File: src/rtl/mem_bridge_pkg.sv
// Shared definitions for the core-to-memory bridge: access sizes, MMIO map,
// TX status layout and lane helpers.
package mem_bridge_pkg;

  typedef enum logic [1:0] {
    SIZE_BYTE = 2'd0,
    SIZE_HALF = 2'd1,
    SIZE_WORD = 2'd2
  } mem_addr_t;

  localparam int          MMIO_SEL_BIT = 31;
  localparam logic [31:0] MMIO_BASE    = 32'h8000_0000;

  typedef enum logic [1:0] {
    OFF_TX       = 2'd0,
    OFF_MTIME_LO = 2'd1,
    OFF_MTIME_HI = 2'd2,
    OFF_TOHOST   = 2'd3
  } mmio_off_t;

  localparam int ST_OVERFLOW_BIT = 31;
  localparam int ST_COUNT_LSB    = 8;
  localparam int ST_COUNT_W      = 8;
  localparam int ST_FULL_BIT     = 1;
  localparam int ST_EMPTY_BIT    = 0;

  typedef enum logic [1:0] {
    RSEL_NONE = 2'd0,
    RSEL_RAM  = 2'd1,
    RSEL_MMIO = 2'd2
  } rd_sel_t;

  function automatic logic [3:0] lane_mask(input mem_addr_t size, input logic [1:0] off);
    case (size)
      SIZE_BYTE: lane_mask = 4'b0001 << off;
      SIZE_HALF: lane_mask = 4'b0011 << off;
      default:   lane_mask = 4'b1111;
    endcase
  endfunction

  // Narrow stores are replicated so the byte enables alone pick the lane.
  function automatic logic [31:0] lane_data(input mem_addr_t size, input logic [31:0] data);
    case (size)
      SIZE_BYTE: lane_data = {4{data[7:0]}};
      SIZE_HALF: lane_data = {2{data[15:0]}};
      default:   lane_data = data;
    endcase
  endfunction

endpackage

File: src/rtl/mem_bridge_byte_fifo.sv
// Byte-wide FIFO for the UART TX path; head entry is visible combinationally
// and a push into an empty FIFO becomes visible only on the following cycle.
module byte_fifo #(
  parameter int DEPTH = 8
) (
  input  logic                     clk,
  input  logic                     rst,
  input  logic                     push,
  input  logic [7:0]               din,
  input  logic                     pop,
  output logic [7:0]               dout,
  output logic                     full,
  output logic                     empty,
  output logic [$clog2(DEPTH):0]   count
);

  localparam int PW = $clog2(DEPTH);

  logic [7:0]    mem [DEPTH];
  logic [PW-1:0] wr_ptr_reg;
  logic [PW-1:0] rd_ptr_reg;
  logic [PW:0]   count_reg;
  logic          do_push;
  logic          do_pop;

  assign empty   = (count_reg == '0);
  assign full    = (count_reg == (PW+1)'(DEPTH));
  assign count   = count_reg;
  assign dout    = mem[rd_ptr_reg];
  assign do_pop  = pop & ~empty;
  // A full FIFO still takes a push when the head leaves in the same cycle.
  assign do_push = push & (~full | do_pop);

  // DEPTH is a power of two, so the pointers wrap by natural overflow.
  always_ff @(posedge clk or posedge rst) begin
    if (rst) begin
      wr_ptr_reg <= '0;
      rd_ptr_reg <= '0;
      count_reg  <= '0;
    end else begin
      if (do_push) wr_ptr_reg <= wr_ptr_reg + 1'b1;
      if (do_pop)  rd_ptr_reg <= rd_ptr_reg + 1'b1;
      case ({do_push, do_pop})
        2'b10:   count_reg <= count_reg + 1'b1;
        2'b01:   count_reg <= count_reg - 1'b1;
        default: count_reg <= count_reg;
      endcase
    end
  end

  always_ff @(posedge clk) begin
    if (do_push) mem[wr_ptr_reg] <= din;
  end

endmodule

File: src/rtl/mem_bridge.sv
// Core data-port bridge: RAM passthrough with lane masks, plus MMIO for a
// UART TX FIFO, a free-running 64-bit mtime and a tohost halt register.
module mem_bridge
  import mem_bridge_pkg::*;
#(
  parameter int RAM_AW     = 14,
  parameter int FIFO_DEPTH = 8
) (
  input  logic              clk,
  input  logic              rst,
  input  logic [31:0]       mem_addr,
  input  logic              mem_rden,
  input  logic              mem_wren,
  input  mem_addr_t         mem_size,
  input  logic [31:0]       memwrite_data,
  output logic [31:0]       memread_data,
  output logic [RAM_AW-1:0] ram_addr,
  output logic              ram_en,
  output logic              ram_we,
  output logic [3:0]        ram_be,
  output logic [31:0]       ram_wdata,
  input  logic [31:0]       ram_rdata,
  output logic              tx_valid,
  output logic [7:0]        tx_data,
  input  logic              tx_ready,
  output logic              halt,
  output logic              misalign
);

  localparam int CW = $clog2(FIFO_DEPTH) + 1;

  logic        access;
  logic        mis_access;
  logic        ok;
  logic        wr_op;
  logic        rd_op;
  logic        is_mmio;
  mmio_off_t   off;

  logic        tx_push_req;
  logic        tx_accept;
  logic        fifo_full;
  logic        fifo_empty;
  logic [CW-1:0] fifo_count;
  logic [31:0] tx_status;

  logic [63:0] mtime_reg;
  logic [31:0] snap_reg;
  logic [31:0] tohost_reg;
  logic        halt_reg;
  logic        misalign_reg;
  logic        overflow_reg;
  rd_sel_t     rd_sel_reg;
  logic [31:0] mmio_rdata_reg;

  logic        unused_bits;
  assign unused_bits = ^{mem_addr};

  assign access  = mem_rden | mem_wren;
  assign is_mmio = mem_addr[MMIO_SEL_BIT];
  assign off     = mmio_off_t'(mem_addr[3:2]);

  always_comb begin
    mis_access = 1'b0;
    case (mem_size)
      SIZE_HALF: mis_access = mem_addr[0];
      SIZE_WORD: mis_access = |mem_addr[1:0];
      default:   mis_access = 1'b0;
    endcase
    mis_access = mis_access & access;
  end

  // rden together with wren is a write; the read half is simply dropped.
  assign ok    = access & ~mis_access;
  assign wr_op = ok & mem_wren;
  assign rd_op = ok & mem_rden & ~mem_wren;

  assign ram_en    = ok & ~is_mmio;
  assign ram_we    = wr_op & ~is_mmio;
  assign ram_addr  = mem_addr[RAM_AW+1:2];
  assign ram_be    = ram_we ? lane_mask(mem_size, mem_addr[1:0]) : 4'b0000;
  assign ram_wdata = lane_data(mem_size, memwrite_data);

  assign tx_push_req = wr_op & is_mmio & (off == OFF_TX);
  assign tx_accept   = tx_push_req & (~fifo_full | (tx_valid & tx_ready));
  assign tx_valid    = ~fifo_empty;

  byte_fifo #(
    .DEPTH (FIFO_DEPTH)
  ) u_byte_fifo (
    .clk   (clk),
    .rst   (rst),
    .push  (tx_accept),
    .din   (memwrite_data[7:0]),
    .pop   (tx_ready),
    .dout  (tx_data),
    .full  (fifo_full),
    .empty (fifo_empty),
    .count (fifo_count)
  );

  always_comb begin
    tx_status = '0;
    tx_status[ST_OVERFLOW_BIT]                         = overflow_reg;
    tx_status[ST_COUNT_LSB +: ST_COUNT_W]              = ST_COUNT_W'(fifo_count);
    tx_status[ST_FULL_BIT]                             = fifo_full;
    tx_status[ST_EMPTY_BIT]                            = fifo_empty;
  end

  always_ff @(posedge clk or posedge rst) begin
    if (rst) begin
      mtime_reg      <= '0;
      snap_reg       <= '0;
      tohost_reg     <= '0;
      halt_reg       <= 1'b0;
      misalign_reg   <= 1'b0;
      overflow_reg   <= 1'b0;
      rd_sel_reg     <= RSEL_NONE;
      mmio_rdata_reg <= '0;
    end else begin
      mtime_reg    <= mtime_reg + 64'd1;
      misalign_reg <= mis_access;
      if (tx_push_req & ~tx_accept) overflow_reg <= 1'b1;
      if (wr_op & is_mmio & (off == OFF_TOHOST)) begin
        tohost_reg <= memwrite_data;
        if (|memwrite_data) halt_reg <= 1'b1;
      end
      rd_sel_reg <= RSEL_NONE;
      if (rd_op) begin
        if (!is_mmio) begin
          rd_sel_reg <= RSEL_RAM;
        end else begin
          rd_sel_reg <= RSEL_MMIO;
          case (off)
            OFF_TX:       mmio_rdata_reg <= tx_status;
            // Snapshot the high half so a LO-then-HI pair reads a coherent value.
            OFF_MTIME_LO: begin
              mmio_rdata_reg <= mtime_reg[31:0];
              snap_reg       <= mtime_reg[63:32];
            end
            OFF_MTIME_HI: mmio_rdata_reg <= snap_reg;
            default:      mmio_rdata_reg <= tohost_reg;
          endcase
        end
      end
    end
  end

  always_comb begin
    case (rd_sel_reg)
      RSEL_RAM:  memread_data = ram_rdata;
      RSEL_MMIO: memread_data = mmio_rdata_reg;
      default:   memread_data = '0;
    endcase
  end

  assign halt     = halt_reg;
  assign misalign = misalign_reg;

endmodule

File: config.mk
export PLATFORM = sky130hd
export DESIGN_NAME = mem_bridge
export DESIGN_NICKNAME = d
export VERILOG_FILES = /design/src/rtl/mem_bridge_pkg.sv /design/src/rtl/mem_bridge_byte_fifo.sv /design/src/rtl/mem_bridge.sv
export SDC_FILE = /design/constraint.sdc
export NUM_CORES = 1
export LEC_CHECK = 0
export BUFFER_PORTS_ARGS = -buffer_cell sky130_fd_sc_hd__buf_2
export CELL_PAD_IN_SITES_DETAIL_PLACEMENT = 2
export CELL_PAD_IN_SITES_GLOBAL_PLACEMENT = 2
export CORE_MARGIN = 3
export CORE_UTILIZATION = 38
export DETAILED_ROUTE_END_ITERATION = 10
export PLACE_DENSITY = 0.88
export SLEW_MARGIN = 20
export SYNTH_ARGS = -nofsm -noshare
export SYNTH_HDL_FRONTEND = slang
export SYNTH_HIERARCHICAL = 1
export SYNTH_SLANG_ARGS = --single-unit
export TNS_END_PERCENT = 30
File: constraint.sdc
create_clock -name clk -period 7.31 [get_ports clk]
set_clock_uncertainty 0.1 [all_clocks]
set_input_delay 1.462 -clock clk [delete_from_list [all_inputs] [get_ports clk]]
set_output_delay 1.462 -clock clk [all_outputs]
set_load 0.05 [all_outputs]
# Yosys cells after proc, flatten, opt, wreduce, memory -nomap -nowiden
# Memory sizes are Yosys's and may differ from the RTL's.
# Cells that the tools add are included.
# word_totals
ram_bits	64
in_bits	103
latchBits	0
out_inout_bits	95
ff_bits	175
rom_bits	0
word_cells	71
n_memories	1
# mem_list
memory	words	width	rd	rd_ports_with_merged_regs	write_ports	line	text
u_byte_fifo.mem	8	8	1	0	1	mem_bridge_byte_fifo.sv:19	logic [7:0] mem [DEPTH];
# classes
n_div	0
bitwise	22
addsub	5
mul	0
magnitude_cmp	0
shift	2
mux	11
reduce_logical	9
eq_ne	10
# ops
op	count
32-bit one-hot mux with 2 select lines	2
32-bit one-hot mux with 3 select lines	1
64-bit by 1-bit adder with 64-bit output (second input constant)	1
32-bit OR reduction	1
4-bit one-hot mux with 2 select lines	2
1-bit bitwise AND	14
2-bit == test (second input constant)	5
2-bit by 1-bit == test with 1-bit output (second input constant)	4
3-bit by 1-bit adder with 3-bit output (second input constant)	2
1-bit inverter	6
4-bit by 1-bit adder with 4-bit output (second input constant)	1
4-bit == test (second input constant)	1
2-bit logical NOT	2
4-bit logical NOT	1
2-bit 2-to-1 mux	2
4-bit 2-to-1 mux	1
2-bit AND reduction	2
1-bit by 2-bit << shifter with 4-bit output (first input constant)	1
2-bit by 2-bit << shifter with 4-bit output (first input constant)	1
4-bit by 1-bit subtractor with 4-bit output (second input constant)	1
3-bit AND reduction	1
1-bit 2-to-1 mux	2
1-bit OR	2
1-bit one-hot mux with 2 select lines	1
other kinds (2)	2

# Longest topological paths before layout
# depth
ltp_word	12
depth_mapped	14
ltp_nobuf	13

# By module
# Netlist, hierarchy kept.
# modules_own_cells
module	cells_per_inst	seq_area_each_um2	area_each_um2	n_inst
mem_bridge	784	4129.0	8489.4	1
byte_fifo	165	2172.1	3135.5	1

# Worst setup path after synthesis
# OpenSTA, ideal clock, no wires.
# synth_path
path_kind	input to output
startpoint	input port mem_size[0]
endpoint	output port ram_be[1]
path_slack_ps	2615
arrival_time_ps	3133
required_ps	5748
path_stages	6
n_path_buf	2
path_cell_list	inv_1 -> ha_1 -> clkbuf_1 -> or2_2 -> clkbuf_1 -> a21oi_1
# synth_between
elab_chain_len	8
word_cells_on_any_way	11
cone_classes	2 x eq/ne; 3 x mux; 5 x bitwise; 1 x reduce/logical
# synth_rtl
element	line	text
from (decl)	mem_bridge.sv:14	input mem_addr_t mem_size,
2-bit == test / 2-bit by 1-bit == test with 1-bit output (equally long branches)	mem_bridge.sv:65, mem_bridge_pkg.sv:34	
1-bit one-hot mux with 2 select lines	mem_bridge.sv:65	case (mem_size)
1-bit bitwise AND	mem_bridge.sv:70	mis_access = mis_access & access;
1-bit inverter	mem_bridge.sv:74	assign ok = access & ~mis_access;
1-bit bitwise AND	mem_bridge.sv:74	
1-bit bitwise AND	mem_bridge.sv:75	assign wr_op = ok & mem_wren;
1-bit bitwise AND	mem_bridge.sv:79	assign ram_we = wr_op & ~is_mmio;
4-bit 2-to-1 mux (*)	mem_bridge.sv:81	assign ram_be = ram_we ? lane_mask(mem_size, mem_addr[1:0]) : 4'b0000;
to (decl)	mem_bridge.sv:20	output logic [3:0] ram_be,
# Every way passes the cells marked *; elsewhere a longest branch is shown, timed or not.

# Worst setup path in the final report
# layout_path
startpoint	input port mem_size[0]
endpoint	output port ram_be[0]
# Same word-level chain as after synthesis.

==> impl_metrics.csv <==
group,metric,value,unit
run_status,status,"finished, final reports clean",
power_and_ir_drop,pwr-share-comb,21.7,%
critical_path,crit_fanout,19,
routing,wl_per_cell,29.45,um
power_and_ir_drop,ir_worst_vdd,0.1548,mV
cts,postCtsHoldBufs,0,
cells_and_area,drive_above_1_share,30.51,%
synthesis,synth_ff_type,"dfrtp_1",
power_and_ir_drop,powerDensity,301.4,mW/mm^2
place,dpl.hpwl,27520,um
sta,slew_viol_final,0,
place,place_area,0.01254,sq mm
run,maxCapViolCount,0,
sta,post-route-period-util,71.20,%
die,die_x,180.9,um
sta,period_minus_slack,5205,ps
grt,grt-ovfl-total,0,
sta,slew_headroom,32.94,%
grt,grtUsageMet1,31.01,%
cts,ctsResizeCount,0,
sta,hold_violations,0,
cts,clockBufferDepth,3,
cts,htree_levels,1,
power_and_ir_drop,p_seq_share,40.9,%
routing,drtPass1Iterations,5,
grt,grtUsageMet3,3.886,%
place,io_buffers,158,
die,die_y,180.9,um
min_path,hold_path.class,"flip-flop to flip-flop",
grt,antenna_found_initial,0,
critical_path,cp_data_required_time,5750,ps
routing,vias_per_cell,5.841,
routing,vias,8633,
synthesis,async_reset_ff_share,73.22,%
synthesis,yosysSeqAreaShare,54.20,%
sta,fin_setup_tns,0,ps
cells_and_area,nets,1184,
power_and_ir_drop,switchingPower,0.001305,W
cts,clock-root-buffer,"clkbuf_16",
synthesis,yosysWarningCount,6,
die,num_rows,63,
power_and_ir_drop,p_leak,5.979,nW
routing,final_antenna_net_count,0,
grt,grt_pass1_vias,9901,
synthesis,synth_cells,949,
critical_path,rr_worst_depth,13,
sta,fmax,0.1921,GHz
grt,busiest_layer,"met2",
synthesis,avgSynthCellArea,12.25,sq um
routing,drt_iter0_markers,675,
synthesis,synth_cell_types,57,
die,io_pins,198,
power_and_ir_drop,sw_frac_of_total,31.94,%
critical_path,worstSetupStartpointType,"primary input",
cts,cts_sinks,239,
cts,insertion_delay,540,ps
critical_path,critPathKind,"primary input to output port",
grt,grt_pass1_wl,66330,um
sta,setup_viol,0,
die,start_util,38.91,%
min_path,hold_depth,1,
cts,cts.reportedPaths.clkPinSlew,60,ps
sta,holdWs,390.6,ps
sta,tightest_slew,1002,ps
routing,drc_errors,0,
power_and_ir_drop,p_int,0.002780,W
die,die_area,0.03273,sq mm
synthesis,ys_top_cells_by_area,"dfrtp_1 38%, edfxtp_1 17%, mux2_2 8.4%",
routing,finalWirelength,43530,um
synthesis,syn_nets,1064,
place,gp_congestion,0.8040,
power_and_ir_drop,clkPwrFrac,37.5,%
cts,cts_setup_buffers,0,
synthesis,syn_area,0.01162,sq mm
synthesis,synth_seq_cells,239,
synthesis,yosysTopAreaCellShare,37.67,%
synthesis,yosysTopAreaCell,"dfrtp_1",
cells_and_area,area_growth_syn_to_layout,16.60,%
cells_and_area,final_common_cell,"dfrtp_1",
grt,grt_max_degree,110,
cells_and_area,n_antenna_cell,0,
cells_and_area,fillCellCount,2953,
cts,tritoncts,"built",
sta,rsz0062_at_grt,"false",
cells_and_area,final_cell_area,0.01355,sq mm
die,core,0.02987,sq mm
grt,grt_util_all_layers,26.39,%
critical_path,crit_path_end_kind,"output port",
grt,grt_use_met2,47.00,%
synthesis,synth-edff-count,64,
cts,cts_made_buffers,28,
cells_and_area,layout_common_cells,"175 x dfrtp_1, 158 x buf_2, 100 x nor2_1",
critical_path,cp.arrival,3640,ps
==> critical path, stage by stage <==
cell and delay (ps):
buf_2 120, inv_1 80, ha_1 430, nor2_1 780
nor2_1 220, nor2_1 230, buf_2 310
==> synthesized netlist by cell type, drive strengths merged, types with 5 or more instances <==
| cell | n |
|---|---|
| a21oi | 29 |
| a22o | 8 |
| a22oi | 65 |
| and3 | 5 |
| buf | 38 |
| clkbuf | 36 |
| dfrtp | 175 |
| edfxtp | 64 |
| ha | 11 |
| inv | 25 |
| mux2 | 111 |
| mux4 | 23 |
| nand2 | 52 |
| nand2b | 7 |
| nand3 | 29 |
| nand4 | 21 |
| nor2 | 100 |
| nor3 | 23 |
| nor4 | 16 |
| o21ai | 8 |
| or2 | 5 |
| xnor2 | 32 |
| xor2 | 36 |
==> layout make-up <==
type / count / area [sq um] / area share, %
clock inverters: 13 / 196.4 / 1.449
inverters: 25 / 101.3 / 0.7477
repair buffers: 164 / 835.8 / 6.166
multi-input cells: 611 / 4828 / 35.62
well taps: 390 / 488.0 / 3.600
clock buffers: 36 / 803.3 / 5.926
flip-flops and latches: 239 / 6301 / 46.49
==> power groups by stage <==
| stage | clock network [W] | logic, W | registers, W |
|---|---|---|---|
| global placement | 0 | 0.000794 | 0.00166 |
| CTS | 0.00155 | 0.000887 | 0.00167 |
| global route | 0.00161 | 0.000935 | 0.00168 |
| detailed placement | 0 | 0.000850 | 0.00168 |
| finish | 0.00153 | 0.000885 | 0.00167 |
| floorplan | 0 | 0.000701 | 0.00157 |
==> per-stage QoR <==
step | instances | worst slack, ps | total power, W | util [%]
finish | 1478 | 2105 | 0.004085 | 45.37
global placement | 1429 | 2405 | 0.002459 | 41.96
CTS | 1478 | 2184 | 0.004108 | 45.34
floorplan | 949 | 1286 | 0.002275 | -
global route | 1478 | 1972 | 0.004231 | 45.37
detailed placement | 1429 | 2326 | 0.002532 | 41.99
==> kinds of logic (layout without fill, tap and decap cells) <==
kind of cell,count (synthesis),after routing,synth area share (%)
AND/OR/NAND/NOR,276,276,11.81
flip-flops,239,239,54.20
multiplexers,136,136,15.80
AO/OA/AOI/OAI,119,119,7.222
buffers and inverters,99,238,4.424
XOR/XNOR,68,68,5.188
adder cells (fa/ha/maj),12,12,1.356
==> final timing paths <==
check | startpoint | endpoint | slack [ps]
max in group asynchronous | rst | mtime_reg[56]$_DFF_PP0_ | 4900
min in group asynchronous | rst | u_byte_fifo/wr_ptr_reg[2]$_DFFE_PP0P_ | 870
worst max register to register | u_byte_fifo/count[1]$_DFFE_PP0P_ | u_byte_fifo/count[3]$_DFFE_PP0P_ | 3400
worst min-delay path | mtime_reg[52]$_DFF_PP0_ | mtime_reg[52]$_DFF_PP0_ | 390
worst min register to register | mtime_reg[52]$_DFF_PP0_ | mtime_reg[52]$_DFF_PP0_ | 390
worst max-delay path | mem_size[0] | ram_be[0] | 2110
==> metal layers <==
metal / vias to the layer above / share of wire (%)
met2: 267 / 53
met3: 127 / 3.7
li1: 3659 / -
met1: 4580 / 38
met4: 0 / 5.6
met5: - / 0
(Power assumes the default switching activity.)
